===== src/rtl/onehot_encoder_8to3_if.sv =====
// Bus between an 8-line one-hot source and the onehot_encoder_8to3 receiver.
// The master drives the input lines; the slave (the encoder) drives the status and code outputs.
interface onehot_encoder_8to3_if #(
    parameter int WRAP_W = 4
);
    logic [7:0]        signal_i;
    logic [2:0]        signal_o;
    logic              valid;
    logic              multi_hot;
    logic              step;
    logic              seq_error;
    logic [WRAP_W-1:0] wrap_count;

    modport master (
        output signal_i,
        input  signal_o, valid, multi_hot, step, seq_error, wrap_count
    );

    modport slave (
        input  signal_i,
        output signal_o, valid, multi_hot, step, seq_error, wrap_count
    );
endinterface


===== src/rtl/onehot_encoder_8to3.sv =====
// Registered 8-to-3 encoder with a stability filter and optional modulo-8 sequence checking.
// Define ENCODER_SEQCHECK_EN to build the sequence FSM, seq_error and wrap_count; otherwise those outputs are tied to 0.
module onehot_encoder_8to3 #(
    parameter int STABLE_CYCLES = 3,
    parameter int WRAP_W        = 4
) (
    input  logic                  clockpulse,
    input  logic                  clear,
    onehot_encoder_8to3_if.slave  bus
);
    localparam logic [3:0] STABLE = 4'(STABLE_CYCLES);

    logic [7:0] cand;
    logic [7:0] acc;
    logic [3:0] cnt;
    logic [3:0] cnt_next;
    logic       accept;
    logic       valid_accept;
    logic [2:0] code_next;
    logic       multi_next;

    logic [2:0] code_q;
    logic       valid_q;
    logic       multi_q;
    logic       step_q;

    // Acceptance is judged on the post-edge filter state, so STABLE_CYCLES=1 accepts on the first sample.
    always_comb begin
        if (bus.signal_i != cand) begin
            cnt_next = 4'd1;
        end else if (cnt >= STABLE) begin
            cnt_next = STABLE;
        end else begin
            cnt_next = cnt + 4'd1;
        end
        accept       = (cnt_next == STABLE) && (bus.signal_i != acc);
        valid_accept = accept && (bus.signal_i != 8'd0);
        code_next    = 3'd0;
        for (int i = 0; i < 8; i++) begin
            if (bus.signal_i[i]) begin
                code_next = 3'(i);
            end
        end
        multi_next = ($countones(bus.signal_i) > 1);
    end

    always_ff @(posedge clockpulse) begin
        if (clear) begin
            cand    <= 8'd0;
            cnt     <= 4'd0;
            acc     <= 8'd0;
            code_q  <= 3'd0;
            valid_q <= 1'b0;
            multi_q <= 1'b0;
            step_q  <= 1'b0;
        end else begin
            cand   <= bus.signal_i;
            cnt    <= cnt_next;
            step_q <= 1'b0;
            if (accept) begin
                acc <= bus.signal_i;
                if (valid_accept) begin
                    valid_q <= 1'b1;
                    multi_q <= multi_next;
                    code_q  <= code_next;
                    step_q  <= 1'b1;
                end else begin
                    valid_q <= 1'b0;
                    multi_q <= 1'b0;
                end
            end
        end
    end

    assign bus.signal_o  = code_q;
    assign bus.valid     = valid_q;
    assign bus.multi_hot = multi_q;
    assign bus.step      = step_q;

`ifdef ENCODER_SEQCHECK_EN
    typedef enum logic {
        EMPTY,
        LOCKED
    } seq_state_t;

    seq_state_t        state;
    logic [2:0]        prev;
    logic              seq_error_q;
    logic [WRAP_W-1:0] wrap_q;

    // The first valid code only seeds prev; afterwards every valid code must be prev+1 mod 8.
    always_ff @(posedge clockpulse) begin
        if (clear) begin
            state       <= EMPTY;
            prev        <= 3'd0;
            seq_error_q <= 1'b0;
            wrap_q      <= '0;
        end else if (valid_accept) begin
            prev <= code_next;
            if (state == EMPTY) begin
                state <= LOCKED;
            end else begin
                if (code_next != prev + 3'd1) begin
                    seq_error_q <= 1'b1;
                end
                if ((prev == 3'd7) && (code_next == 3'd0)) begin
                    wrap_q <= wrap_q + WRAP_W'(1);
                end
            end
        end
    end

    assign bus.seq_error  = seq_error_q;
    assign bus.wrap_count = wrap_q;
`else
    assign bus.seq_error  = 1'b0;
    assign bus.wrap_count = '0;
`endif
endmodule


===== src/flat_wrapper.sv =====
// flat-port wrapper written by rule: the top's interface ports become plain ports
module onehot_encoder_8to3_flat 
#(
    parameter int STABLE_CYCLES = 3,
    parameter int WRAP_W        = 4
)
  (clockpulse, clear, bus_signal_i, bus_signal_o, bus_valid, bus_multi_hot, bus_step, bus_seq_error, bus_wrap_count);
  onehot_encoder_8to3_if #(.WRAP_W(WRAP_W)) bus_i ();
  input  logic clockpulse;
  input  logic clear;
  input wire logic [$bits(bus_i.signal_i)-1:0] bus_signal_i;
  output wire logic [$bits(bus_i.signal_o)-1:0] bus_signal_o;
  output wire logic [$bits(bus_i.valid)-1:0] bus_valid;
  output wire logic [$bits(bus_i.multi_hot)-1:0] bus_multi_hot;
  output wire logic [$bits(bus_i.step)-1:0] bus_step;
  output wire logic [$bits(bus_i.seq_error)-1:0] bus_seq_error;
  output wire logic [$bits(bus_i.wrap_count)-1:0] bus_wrap_count;
  assign bus_i.signal_i = bus_signal_i;
  assign bus_signal_o = bus_i.signal_o;
  assign bus_valid = bus_i.valid;
  assign bus_multi_hot = bus_i.multi_hot;
  assign bus_step = bus_i.step;
  assign bus_seq_error = bus_i.seq_error;
  assign bus_wrap_count = bus_i.wrap_count;
  onehot_encoder_8to3 #(.STABLE_CYCLES(STABLE_CYCLES), .WRAP_W(WRAP_W)) u_core (.clockpulse(clockpulse), .clear(clear), .bus(bus_i));
endmodule

===== config.mk =====
export PLATFORM = sky130hd
export DESIGN_NAME = onehot_encoder_8to3_flat
export DESIGN_NICKNAME = d
export VERILOG_FILES = /design/src/rtl/onehot_encoder_8to3_if.sv /design/src/rtl/onehot_encoder_8to3.sv /design/src/flat_wrapper.sv
export SDC_FILE = /design/constraint.sdc
export NUM_CORES = 1
export LEC_CHECK = 0
export CORE_UTILIZATION = 57
export CTS_CLUSTER_SIZE = 14
export DETAILED_ROUTE_END_ITERATION = 7
export PLACE_DENSITY = 0.87
export SKIP_LAST_GASP = 1
export SYNTH_ARGS = -nofsm -noshare
export SYNTH_HDL_FRONTEND = slang
export SYNTH_SLANG_ARGS = --single-unit

===== constraint.sdc =====
create_clock -name clockpulse -period 7.3 [get_ports clockpulse]
set_input_delay 1.46 -clock clockpulse [delete_from_list [all_inputs] [get_ports clockpulse]]
set_output_delay 1.46 -clock clockpulse [all_outputs]
set_load 0.01 [all_outputs]

==> metrics.md, run 1 <==
| Metric | Value |
|---|---|
| CTS tree | `built` |
| Outcome | `complete, no violations` |
| Initial antenna violation count | `0` |
| Area Overhead vs Synth | `13.70%` |
| Crit start category | `primary input` |
| Hold Crit Class | `flop to flop` |
| Syn Area/Cell | `10.21 um2` |
| Clk root buf | `clkbuf_4` |
| Via count | `roughly 1000` |
| Setup violators final | `0` |
| Peak supply drop | `about 0.00022 V` |
| Worst-skew pair later-pin latency | `between 300 and 400 ps` |
| # diodes | `0` |
| Fillers | `between 200 and 250` |
| Crit share post-route | `between 50% and 60%` |
| Adder-Cell Fraction of Synth Area | `~16%` |
| Commonest non-fill, non-tap cell in the layout | `dfxtp_1` |
| Hold Path Cell Cnt | `2` |
| Leak | `between 0.0007 and 0.0008 uW` |
| Worst slew pin tran | `941.3 ps` |
| Pin count of the biggest net entering global routing | `27` |
| R2R Path End | `u_core.acc[4]$_SDFFE_PP0P_` |
| GP Congestion | `approximately 0.81` |
| Power Density | `about 160 mW/mm2` |
| Seq/Total Area, Yosys | `35.40%` |
| DRT iter0 DRCs | `12` |
| Min Tclk post-route | `between 4000 and 5000 ps` |
| Die X | `52.79 um` |
| Final Hold Viols | `0` |
| # DRC | `0` |
| # H-tree levels | `1` |
| Max-Slew Margin vs Limit | `37.05%` |
| Simple-gate share of the synthesized area | `15.74%` |
| HPWL after DPL | `2034 um` |
| Worst endpoint data arrival time | `4500 ps` |
| Post-CTS Resized | `0` |
| Critical Path Start | `bus_signal_i[6]` |
| Row cnt | `18` |
| Clock buffer depth | `2` |
| Number of CTS-inserted buffers | `3` |
| Largest family of logic cells by synthesized area | `simple AND/OR/NAND/NOR gates` |
| DP Worst Slack | `approximately 2700 ps` |
| Avg WL per Cell | `between 10 and 15 um` |
| Layout Skew | `around 1.8 ps` |
| Wire length of the first global-routing pass | `4388 um` |
| Reg2reg start | `u_core.cand[1]$_SDFF_PP0_` |
| Fmax | `between 0.2 and 0.25 GHz` |
| Pre-Repair DR Iteration Count | `4` |
| CP endpoint kind | `flop` |
| WS Path Type | `primary input to flop` |
| Ports | `21` |
| Clk sinks | `26` |
| Flop2flop setup slack | `between 5000 and 6000 ps` |
| Yosys warns | `0` |
| Post-DR vias/cell | `5.125` |
| Hold wc startpoint | `u_core.bus.signal_o[0]$_SDFFE_PP0P_` |
| Unique cell type count in the Yosys netlist | `32` |
| Worst R2R Path Depth | `5` |
| Final WL | `2628 um` |
| Post-CTS Setup Bufs | `0` |
| Die ar. | `approximately 0.0028 mm2` |
| Max FO, Critical Path | `6` |
| #FFs+latches synth | `26` |
| Vias in the first global route | `approximately 1000` |
| Total negative setup slack | `0 ps` |
| Post-synthesis mux area share | `9.532%` |
| Hold-fix buffers, CTS | `0` |
| Port bufs | `15` |
| Fin. max-slew vios | `0` |
| Initial Util | `59.89%` |
| Max Cap Viol | `0` |
| Gr usage total | `22.31%` |
| Post-synthesis compound-gate area fraction | `between 6 and 7%` |
| Clock transition at path regs | `approximately 140 ps` |
| Most frequent cells in the layout | `26 x dfxtp_1, 18 x inv_1, 15 x clkdlybuf4s50_1` |
| XOR/XNOR share of the synthesized area | `under 10%` |
| CP required | `7560 ps` |
| Remaining antenna violation count | `0` |
| WHS Endpoint | `u_core.bus.signal_o[0]$_SDFFE_PP0P_` |
| RSZ-0062 raised after global routing | `no` |
| Final setup margin | `about 3100 ps` |
| Die span in y | `around 53 um` |
| Synthesized cell area | `between 0.001 and 0.0015 mm2` |
| Syn Inst Count | `approximately 140` |
| Final net count | `about 190` |
| Layout cells sized above 1 | `between 10% and 20%` |
| Core Box Area | `approximately 0.0025 mm2` |
| Grt ovf | `0` |
worst max-delay path by stage:
stage,endpoint,slack [ps],cells after the start
CTS,u_core.bus.multi_hot$_SDFFE_PP0P_,3070,12
detailed placement,u_core.bus.multi_hot$_SDFFE_PP0P_,2720,12
global route,u_core.bus.multi_hot$_SDFFE_PP0P_,2880,12
floorplan,u_core.bus.multi_hot$_SDFFE_PP0P_,3540,11
finish,u_core.bus.multi_hot$_SDFFE_PP0P_,3070,12
global placement,u_core.bus.multi_hot$_SDFFE_PP0P_,2780,12
power by group:
group	internal, uW	switching, uW
sequential	146	1.61
combinational	21.4	27.9
clock	30.5	42.2
metrics by stage:
step | total power (uW) | hold slack (ps) | utilization (%) | cell area, um2 | cells
after floorplan | 184.5 | 438.5 | - | 1493 | 150
after detailed placement | 200.0 | 469.1 | 66.62 | 1635 | 188
final | 269.2 | 487.0 | 68.09 | 1672 | 192
after global routing | 283.0 | 533.2 | 68.09 | 1672 | 192
after global placement | 197.3 | 448.0 | 66.62 | 1635 | 188
after CTS | 271.6 | 490.0 | 68.09 | 1672 | 192
sequential cells by signal (all words and copies together), names as in the netlist:
| register | flops |
|---|---|
| u_core.acc | 8 |
| u_core.bus.multi_hot | 1 |
| u_core.bus.signal_o | 3 |
| u_core.bus.step | 1 |
| u_core.bus.valid | 1 |
| u_core.cand | 8 |
| u_core.cnt | 4 |
worst max-delay path, cell delays in order:
cell	delay [ps]
clkdlybuf4s50_1	620
inv_1	100
ha_1	300
inv_1	60
fa_1	400
inv_1	80
fa_1	410
ha_1	200
inv_1	70
fa_1	410
a311o_1	270
mux2i_1	120
metal layers:
metal / track usage (%) / part of all wire [%] / vias up
met5: 0 / 0 / -
li1: - / - / 491
met3: 6.087 / 3.3 / 4
met2: 39.45 / 51 / 18
met4: 3.947 / 1.3 / 0
met1: 26.90 / 44 / 471
Yosys cell counts (all sizes together):
library cell  instances  share of area [%]
a2111oi               1               0.60
a211oi                1                1.4
a21oi                 5                1.7
a311o                 1               0.68
a31oi                 1               0.43
and3                  1               0.43
and4                  1               0.60
buf                   5                2.6
clkbuf                2               0.51
conb                  1               0.26
dfxtp                26                 35
fa                    4                5.4
ha                   12                 10
inv                  18                4.6
mux2                  8                8.2
mux2i                 2                1.4
nand2                 3                1.3
nand2b                3                1.3
nand3                 1               0.34
nand4                 3                1.7
nor2                 10                2.6
nor2b                 9                3.8
nor3                  3                1.0
nor3b                 2                1.0
nor4                  2                1.7
o21ai                 1               0.34
o21bai                1               0.51
o31a                  1               0.60
xnor2                 8                4.8
xor2                  8                4.8
kinds of logic after synthesis:
logic type | count (synthesis)
and+or+nand+nor | 38
DFF | 26
buffers and inverters | 25
adders and majority gates | 16
xor gates and xnor gates | 16
AOI/OAI and AO/OA | 12
muxes | 10
other | 1
area by class of cell:
type | count | area, um2 | area share [%]
multi-input combinational | 99 | 859.6 | 51.42
inverter | 18 | 67.56 | 4.042
sequential | 26 | 520.5 | 31.14
timing repair buffer | 15 | 150.1 | 8.982
tap | 30 | 37.54 | 2.246
clock buffer | 4 | 36.28 | 2.171
No activity file was read; power rests on OpenSTA's default activity.
==> run 2: changes to the inputs <==
--- a/config.mk
+++ b/config.mk
@@ -5,10 +5,10 @@
 export SDC_FILE = /design/constraint.sdc
 export NUM_CORES = 1
 export LEC_CHECK = 0
-export CORE_UTILIZATION = 57
+export CORE_UTILIZATION = 48
 export CTS_CLUSTER_SIZE = 14
 export DETAILED_ROUTE_END_ITERATION = 7
-export PLACE_DENSITY = 0.87
+export PLACE_DENSITY = 0.78
 export SKIP_LAST_GASP = 1
 export SYNTH_ARGS = -nofsm -noshare
 export SYNTH_HDL_FRONTEND = slang
==> constraint.sdc (replaced) <==
create_clock -name clockpulse -period 3.4 [get_ports clockpulse]
set_input_delay 0.68 -clock clockpulse [delete_from_list [all_inputs] [get_ports clockpulse]]
set_output_delay 0.68 -clock clockpulse [all_outputs]
set_load 0.01 [all_outputs]
==> run 2 against run 1 <==
  * The run now ends with design-rule violations left
  * Sequential cell count is the same
  * Register-to-register slack worse by 3900 ps
  * Hold slack barely moved
  * Clock skew increased by 2.9 ps
==> metrics.md, run 2 (same netlist as run 1, synthesis figures left out) <==
| Metric | Value |
|---|---|
| Layout cells sized above 1 | `17.61% (was 10.49%)` |
| Worst-skew pair later-pin latency | `320 ps (about the same)` |
| Post-CTS Resized | `0 (unchanged)` |
| Vias in the first global route | `1070 (was 998)` |
| Most frequent cells in the layout | `26 x dfxtp_1, 18 x inv_1, 14 x buf_4 (was 26 x dfxtp_1, 18 x inv_1, 15 x clkdlybuf4s50_1)` |
| Remaining antenna violation count | `0 (unchanged)` |
| Peak supply drop | `0.0001672 V (was 0.0002219 V)` |
| Clock transition at path regs | `140 ps (about the same)` |
| Top flop regs | `u_core.acc: 8 flops, u_core.cand: 8 flops, u_core.cnt: 4 flops (unchanged)` |
| # H-tree levels | `1 (unchanged)` |
| Min Tclk post-route | `around 3300 ps` |
| Clk sinks | `26 (unchanged)` |
| Worst slew pin tran | `921.5 ps (was 941.3 ps)` |
| Initial Util | `51.97% (was 59.89%)` |
| CTS tree | `built (unchanged)` |
| Core Box Area | `0.002829 mm2 (was 0.002455 mm2)` |
| Final Hold Viols | `0 (unchanged)` |
| Crit share post-route | `a little over nine tenths` |
| Initial antenna violation count | `0 (unchanged)` |
| WS Path Type | `primary input to flop (unchanged)` |
| HPWL after DPL | `2111 um (was 2034 um)` |
| Gr usage total | `19.28% (was 22.31%)` |
| Max-Slew Margin vs Limit | `38.37% (was 37.05%)` |
| Post-DR vias/cell | `5.043 (was 5.125)` |
| Die X | `57.34 um (was 52.79 um)` |
| Clock buffer depth | `2 (unchanged)` |
| Outcome | `complete, but fails checks (was complete, no violations)` |
| Placed insts | `203 (was 188)` |
| Setup violators final | `0 (unchanged)` |
| Number of CTS-inserted buffers | `3 (unchanged)` |
| Max Cap Viol | `0 (unchanged)` |
| Pre-Repair DR Iteration Count | `6 (was 4)` |
| Failing checks | `design-rule violations` |
| Via count | `1044 (was 984)` |
| Max FO, Critical Path | `4 (was 6)` |
| Post-CTS Setup Bufs | `0 (unchanged)` |
| Minimum hold slack | `486.8 ps (was 487.0 ps)` |
| Avg WL per Cell | `13.14 um (was 13.69 um)` |
| Post-Layout Cell Count | `207 (was 192)` |
| Hold-fix buffers, CTS | `0 (unchanged)` |
| Pin count of the biggest net entering global routing | `27 (unchanged)` |
| Final WL | `2720 um (was 2628 um)` |
| # diodes | `0 (unchanged)` |
| Row cnt | `19 (was 18)` |
| Final net count | `203 (was 189)` |
| CP endpoint kind | `flop (unchanged)` |
| CP required | `3670 ps (was 7560 ps)` |
| Final setup margin | `138.1 ps (was 3068 ps)` |
| DP Worst Slack | `-301.3 ps (was 2721 ps)` |
| Leak | `0.0008942 uW (was 0.0007742 uW)` |
| RSZ-0062 raised after global routing | `no (unchanged)` |
| Ports | `21 (unchanged)` |
| Area Overhead vs Synth | `22.89% (was 13.70%)` |
| Commonest non-fill, non-tap cell in the layout | `dfxtp_1 (unchanged)` |
| Clk root buf | `clkbuf_4 (unchanged)` |
| Fmax | `roughly 0.3 GHz` |
| Wire length of the first global-routing pass | `4740 um (was 4388 um)` |
| Worst endpoint data arrival time | `3530 ps (was 4500 ps)` |
| Grt ovf | `0 (unchanged)` |
| Layout Skew | `4.772 ps (was 1.839 ps)` |
| GP Congestion | `0.8025 (was 0.8102)` |
| Power Density | `358.1 mW/mm2 (was 161.1 mW/mm2)` |
| DRT iter0 DRCs | `19 (was 12)` |
| Die span in y | `57.34 um (was 52.79 um)` |
| Hold Crit Class | `flop to flop (unchanged)` |
| Die ar. | `0.003288 mm2 (was 0.002786 mm2)` |
| Crit start category | `primary input (unchanged)` |
| Fin. max-slew vios | `0 (unchanged)` |
| Port bufs | `15 (unchanged)` |
| # DRC | `2 (was 0)` |
[run 2: layer usage]
layer	wire length, um	track usage (%)
met4	109	12.54
met5	0	0
met3	67	2.948
met1	1266	23.79
met2	1276	31.23
[run 2: final timing paths]
check | start | endpoint | slack (ps) | cells past startpoint
hold reg to reg | u_core.bus.multi_hot$_SDFFE_PP0P_ | u_core.bus.multi_hot$_SDFFE_PP0P_ | 490 | 2
hold / removal | u_core.bus.multi_hot$_SDFFE_PP0P_ | u_core.bus.multi_hot$_SDFFE_PP0P_ | 490 | 2
setup / recovery | bus_signal_i[3] | u_core.bus.multi_hot$_SDFFE_PP0P_ | 140 | 12
setup reg to reg | u_core.cand[7]$_SDFF_PP0_ | u_core.acc[7]$_SDFFE_PP0P_ | 1590 | 5
[run 2: through the flow]
stage / instance area, um2 / total power [uW] / TNS, ps / util (%)
2_1_floorplan: 1493 / 396.1 / 0 / -
3_3_place_gp: 1742 / 435.6 / -221.1 / 61.57
3_5_place_dp: 1742 / 441.7 / -301.3 / 61.57
4_1_cts: 1794 / 655.5 / 0 / 63.42
5_1_grt: 1807 / 682.7 / 0 / 63.87
6_report: 1807 / 647.0 / 0 / 63.87
[run 2: cell type report]
type                    count  area (um2)
inverters                  18       67.56
multi-input cells          99       859.6
flip-flops and latches     26       520.5
well taps                  31       38.79
clock inverters             1       30.03
repair buffers             29       267.8
fillers                   236        1022
clock buffers               3       22.52
[run 2: power by group]
| part | internal [uW] | switching, uW |
|---|---|---|
| clock network | 119 | 93.3 |
| logic | 55.7 | 63.0 |
| registers | 312 | 3.30 |
| total | 487 | 160 |
[run 2: critical path, cell delays in order]
cell	delay [ps]
clkdlybuf4s50_1	530
inv_1	80
ha_1	270
inv_1	40
fa_1	350
inv_1	80
fa_1	420
ha_1	210
inv_1	80
fa_1	410
a311o_1	270
mux2i_1	110
==> run 3: changes to the inputs <==
--- a/config.mk
+++ b/config.mk
@@ -5,10 +5,12 @@
 export SDC_FILE = /design/constraint.sdc
 export NUM_CORES = 1
 export LEC_CHECK = 0
-export CORE_UTILIZATION = 48
+export CELL_PAD_IN_SITES_DETAIL_PLACEMENT = 1
+export CELL_PAD_IN_SITES_GLOBAL_PLACEMENT = 1
+export CORE_UTILIZATION = 38
 export CTS_CLUSTER_SIZE = 14
 export DETAILED_ROUTE_END_ITERATION = 7
-export PLACE_DENSITY = 0.78
+export PLACE_DENSITY = 0.79
 export SKIP_LAST_GASP = 1
 export SYNTH_ARGS = -nofsm -noshare
 export SYNTH_HDL_FRONTEND = slang
==> run 3 against run 2 <==
  * The run now ends clean
  * Clock-buffer cell count did not move
  * Cell area barely moved
  * Power rose by 7.5%
  * Final cell count rose by 6.8%
  * Register-to-register slack got worse by 40 ps
  * Sequential cell count did not move
  * Clock skew rose by 9.4 ps
  * Critical path type unchanged
==> metrics.md, run 3 (same netlist as run 1, synthesis figures left out) <==
| Metric | Value |
|---|---|
| Critical Path Max Stage Delay | `440 ps (was 530 ps)` |
| Final net count | `200 (was 203)` |
| Outcome | `complete, no violations (was complete, but fails checks)` |
| Number of CTS-inserted buffers | `3 (unchanged)` |
| Post-DR vias/cell | `4.697 (was 5.043)` |
| Die ar. | `0.004122 mm2 (was 0.003288 mm2)` |
| Pin count of the biggest net entering global routing | `27 (unchanged)` |
| Power Density | `384.5 mW/mm2 (was 358.1 mW/mm2)` |
| # DRC | `0 (was 2)` |
| Remaining antenna violation count | `0 (unchanged)` |
| Min Tclk post-route | `3175 ps (was 3262 ps)` |
| Ports | `21 (unchanged)` |
| Slowest-stage cell, CP | `fa_1 (was clkdlybuf4s50_1)` |
| # H-tree levels | `1 (unchanged)` |
| CP endpoint kind | `flop (unchanged)` |
| HPWL after DPL | `2583 um (was 2111 um)` |
| CP required | `3600 ps (was 3670 ps)` |
| Post-CTS Setup Bufs | `0 (unchanged)` |
| Final WL | `3222 um (was 2720 um)` |
| Via count | `1038 (was 1044)` |
| Setup violators final | `0 (unchanged)` |
| Max Cap Viol | `0 (unchanged)` |
| Commonest non-fill, non-tap cell in the layout | `dfxtp_1 (unchanged)` |
| Minimum hold slack | `497.1 ps (was 486.8 ps)` |
| Die X | `64.20 um (was 57.34 um)` |
| Clk root buf | `clkbuf_8 (was clkbuf_4)` |
| Bufs and invs on worst path | `5 (unchanged)` |
| Layout cells sized above 1 | `16.18% (was 17.61%)` |
| Hold Crit Class | `flop to flop (unchanged)` |
| Initial Util | `39.86% (was 51.97%)` |
| Peak supply drop | `0.0002287 V (was 0.0001672 V)` |
| Crit-path most repeated cell | `inv_1 (unchanged)` |
| Fin util | `49.02% (was 63.87%)` |
| Final Hold Viols | `0 (unchanged)` |
| Avg WL per Cell | `14.58 um (was 13.14 um)` |
| Crit start category | `primary input (unchanged)` |
| Area Overhead vs Synth | `22.98% (was 22.89%)` |
| Die span in y | `64.20 um (was 57.34 um)` |
| Max-Slew Margin vs Limit | `37.63% (was 38.37%)` |
| DRT iter0 DRCs | `29 (was 19)` |
| Sequential Area | `520.5 um2 (unchanged)` |
| DP Area | `0.001740 mm2 (was 0.001742 mm2)` |
| Port bufs | `15 (unchanged)` |
| Fmax | `0.3150 GHz (was 0.3066 GHz)` |
| Clk sinks | `26 (unchanged)` |
| Placed insts | `217 (was 203)` |
| Crit share post-route | `93.38% (was 95.94%)` |
| GP Congestion | `0.7895 (was 0.8025)` |
| Worst slew pin tran | `932.6 ps (was 921.5 ps)` |
| WS Path Type | `primary input to flop (unchanged)` |
| CTS tree | `built (unchanged)` |
| RSZ-0062 raised after global routing | `no (unchanged)` |
| Grt ovf | `0 (unchanged)` |
| Clock transition at path regs | `100 ps (was 140 ps)` |
| Most frequent cells in the layout | `26 x dfxtp_1, 18 x inv_1, 12 x ha_1 (was 26 x dfxtp_1, 18 x inv_1, 14 x buf_4)` |
| Pre-Repair DR Iteration Count | `4 (was 6)` |
| Vias in the first global route | `1140 (was 1070)` |
| Gr usage total | `17.93% (was 19.28%)` |
| Layout Skew | `14.14 ps (was 4.772 ps)` |
| Multi-input logic area | `859.6 um2 (unchanged)` |
| Wire length of the first global-routing pass | `5478 um (was 4740 um)` |
| Row cnt | `22 (was 19)` |
| Post-Layout Cell Count | `221 (was 207)` |
| Fin. max-slew vios | `0 (unchanged)` |
| # diodes | `0 (unchanged)` |
| Clock buffer depth | `2 (unchanged)` |
| Max FO, Critical Path | `4 (unchanged)` |
| Fillers | `428 (was 236)` |
| Top Family by Delay on Critical Path | `adder cells (unchanged)` |
| Leak | `0.0008577 uW (was 0.0008942 uW)` |
| Cell Chain, Critical Path | `dlygate4sd2_1 -> inv_1 -> ha_1 -> inv_1 -> fa_1 -> inv_1 -> fa_1 -> ha_1 -> inv_1 -> fa_1 -> a311o_1 -> mux2i_1 (was clkdlybuf4s50_1 -> inv_1 -> ha_1 -> inv_1 -> fa_1 -> inv_1 -> fa_1 -> ha_1 -> inv_1 -> fa_1 -> a311o_1 -> mux2i_1)` |
| Initial antenna violation count | `0 (unchanged)` |
| Hold-fix buffers, CTS | `0 (unchanged)` |
| Top flop regs | `u_core.acc: 8 flops, u_core.cand: 8 flops, u_core.cnt: 4 flops (unchanged)` |
| Design area | `0.001808 mm2 (was 0.001807 mm2)` |
| Worst-skew pair later-pin latency | `280 ps (was 320 ps)` |
| Total negative setup slack | `0 ps (unchanged)` |
| Core Box Area | `0.003689 mm2 (was 0.002829 mm2)` |
| Worst endpoint data arrival time | `3370 ps (was 3530 ps)` |
==> run 3: changes by cell type in the layout (fill, tap and decap cells not counted) <==
cell,delta
clkbuf_4,-3
clkbuf_8,+3
dlymetal6s2s_1,-4
buf_4,-3
dlygate4sd2_1,+5
clkdlybuf4s50_1,-1
==> run 3: tightest hold or removal path, cell delays in order, from the launching register on <==
cell	delay, ps
dfxtp_1	330
nand2b_1	70
mux2i_1	60
==> run 3: layer usage <==
metal | routed length (um) | share of wire (%) | global-route usage (%) | vias to the layer above
met1 | 1359 | 42 | 20.17 | 504
met3 | 72 | 2.2 | 2.143 | 6
met5 | 0 | 0 | 0 | -
li1 | - | - | - | 511
met4 | 56 | 1.7 | 6.667 | 0
met2 | 1733 | 54 | 34.04 | 17
==> run 3: final cells by class <==
class	instances	share of cell area, %
clock buffer	3	2.284
tap	48	3.322
clock inverter	1	1.661
inverter	18	3.737
sequential	26	28.79
timing repair buffer	26	12.66
multi-input combinational	99	47.54
==> run 3: path summary, 6_finish.rpt <==
path | start | to | slack [ps] | cells past startpoint
min reg2reg | u_core.bus.signal_o[0]$_SDFFE_PP0P_ | u_core.bus.signal_o[0]$_SDFFE_PP0P_ | 500 | 2
max | bus_signal_i[4] | u_core.bus.multi_hot$_SDFFE_PP0P_ | 230 | 12
max reg2reg | u_core.cand[2]$_SDFF_PP0_ | u_core.acc[3]$_SDFFE_PP0P_ | 1550 | 5
min | u_core.bus.signal_o[0]$_SDFFE_PP0P_ | u_core.bus.signal_o[0]$_SDFFE_PP0P_ | 500 | 2
==> run 3: repair_timing <==
| item | 4_1_cts | 5_1_grt |
|---|---|---|
| setup endpoints to repair | 1 | 1 |
| gates resized for setup | 5 | 1 |
| cloned | 0 | 0 |
==> run 3: metrics by stage <==
stage / total power, uW / setup WS [ps]
4_1_cts: 698.8 / 7.192
3_5_place_dp: 444.8 / -340.2
6_report: 695.2 / 225.1
5_1_grt: 725.2 / 45.18
2_1_floorplan: 396.1 / 418.1
3_3_place_gp: 434.5 / -189.2
==> run 3: power by group <==
part	internal [uW]	leakage (uW)	switching, uW
Sequential	312	0.000213	3.56
Clock	158	0.0000357	103
Combinational	52.6	0.000609	66.9
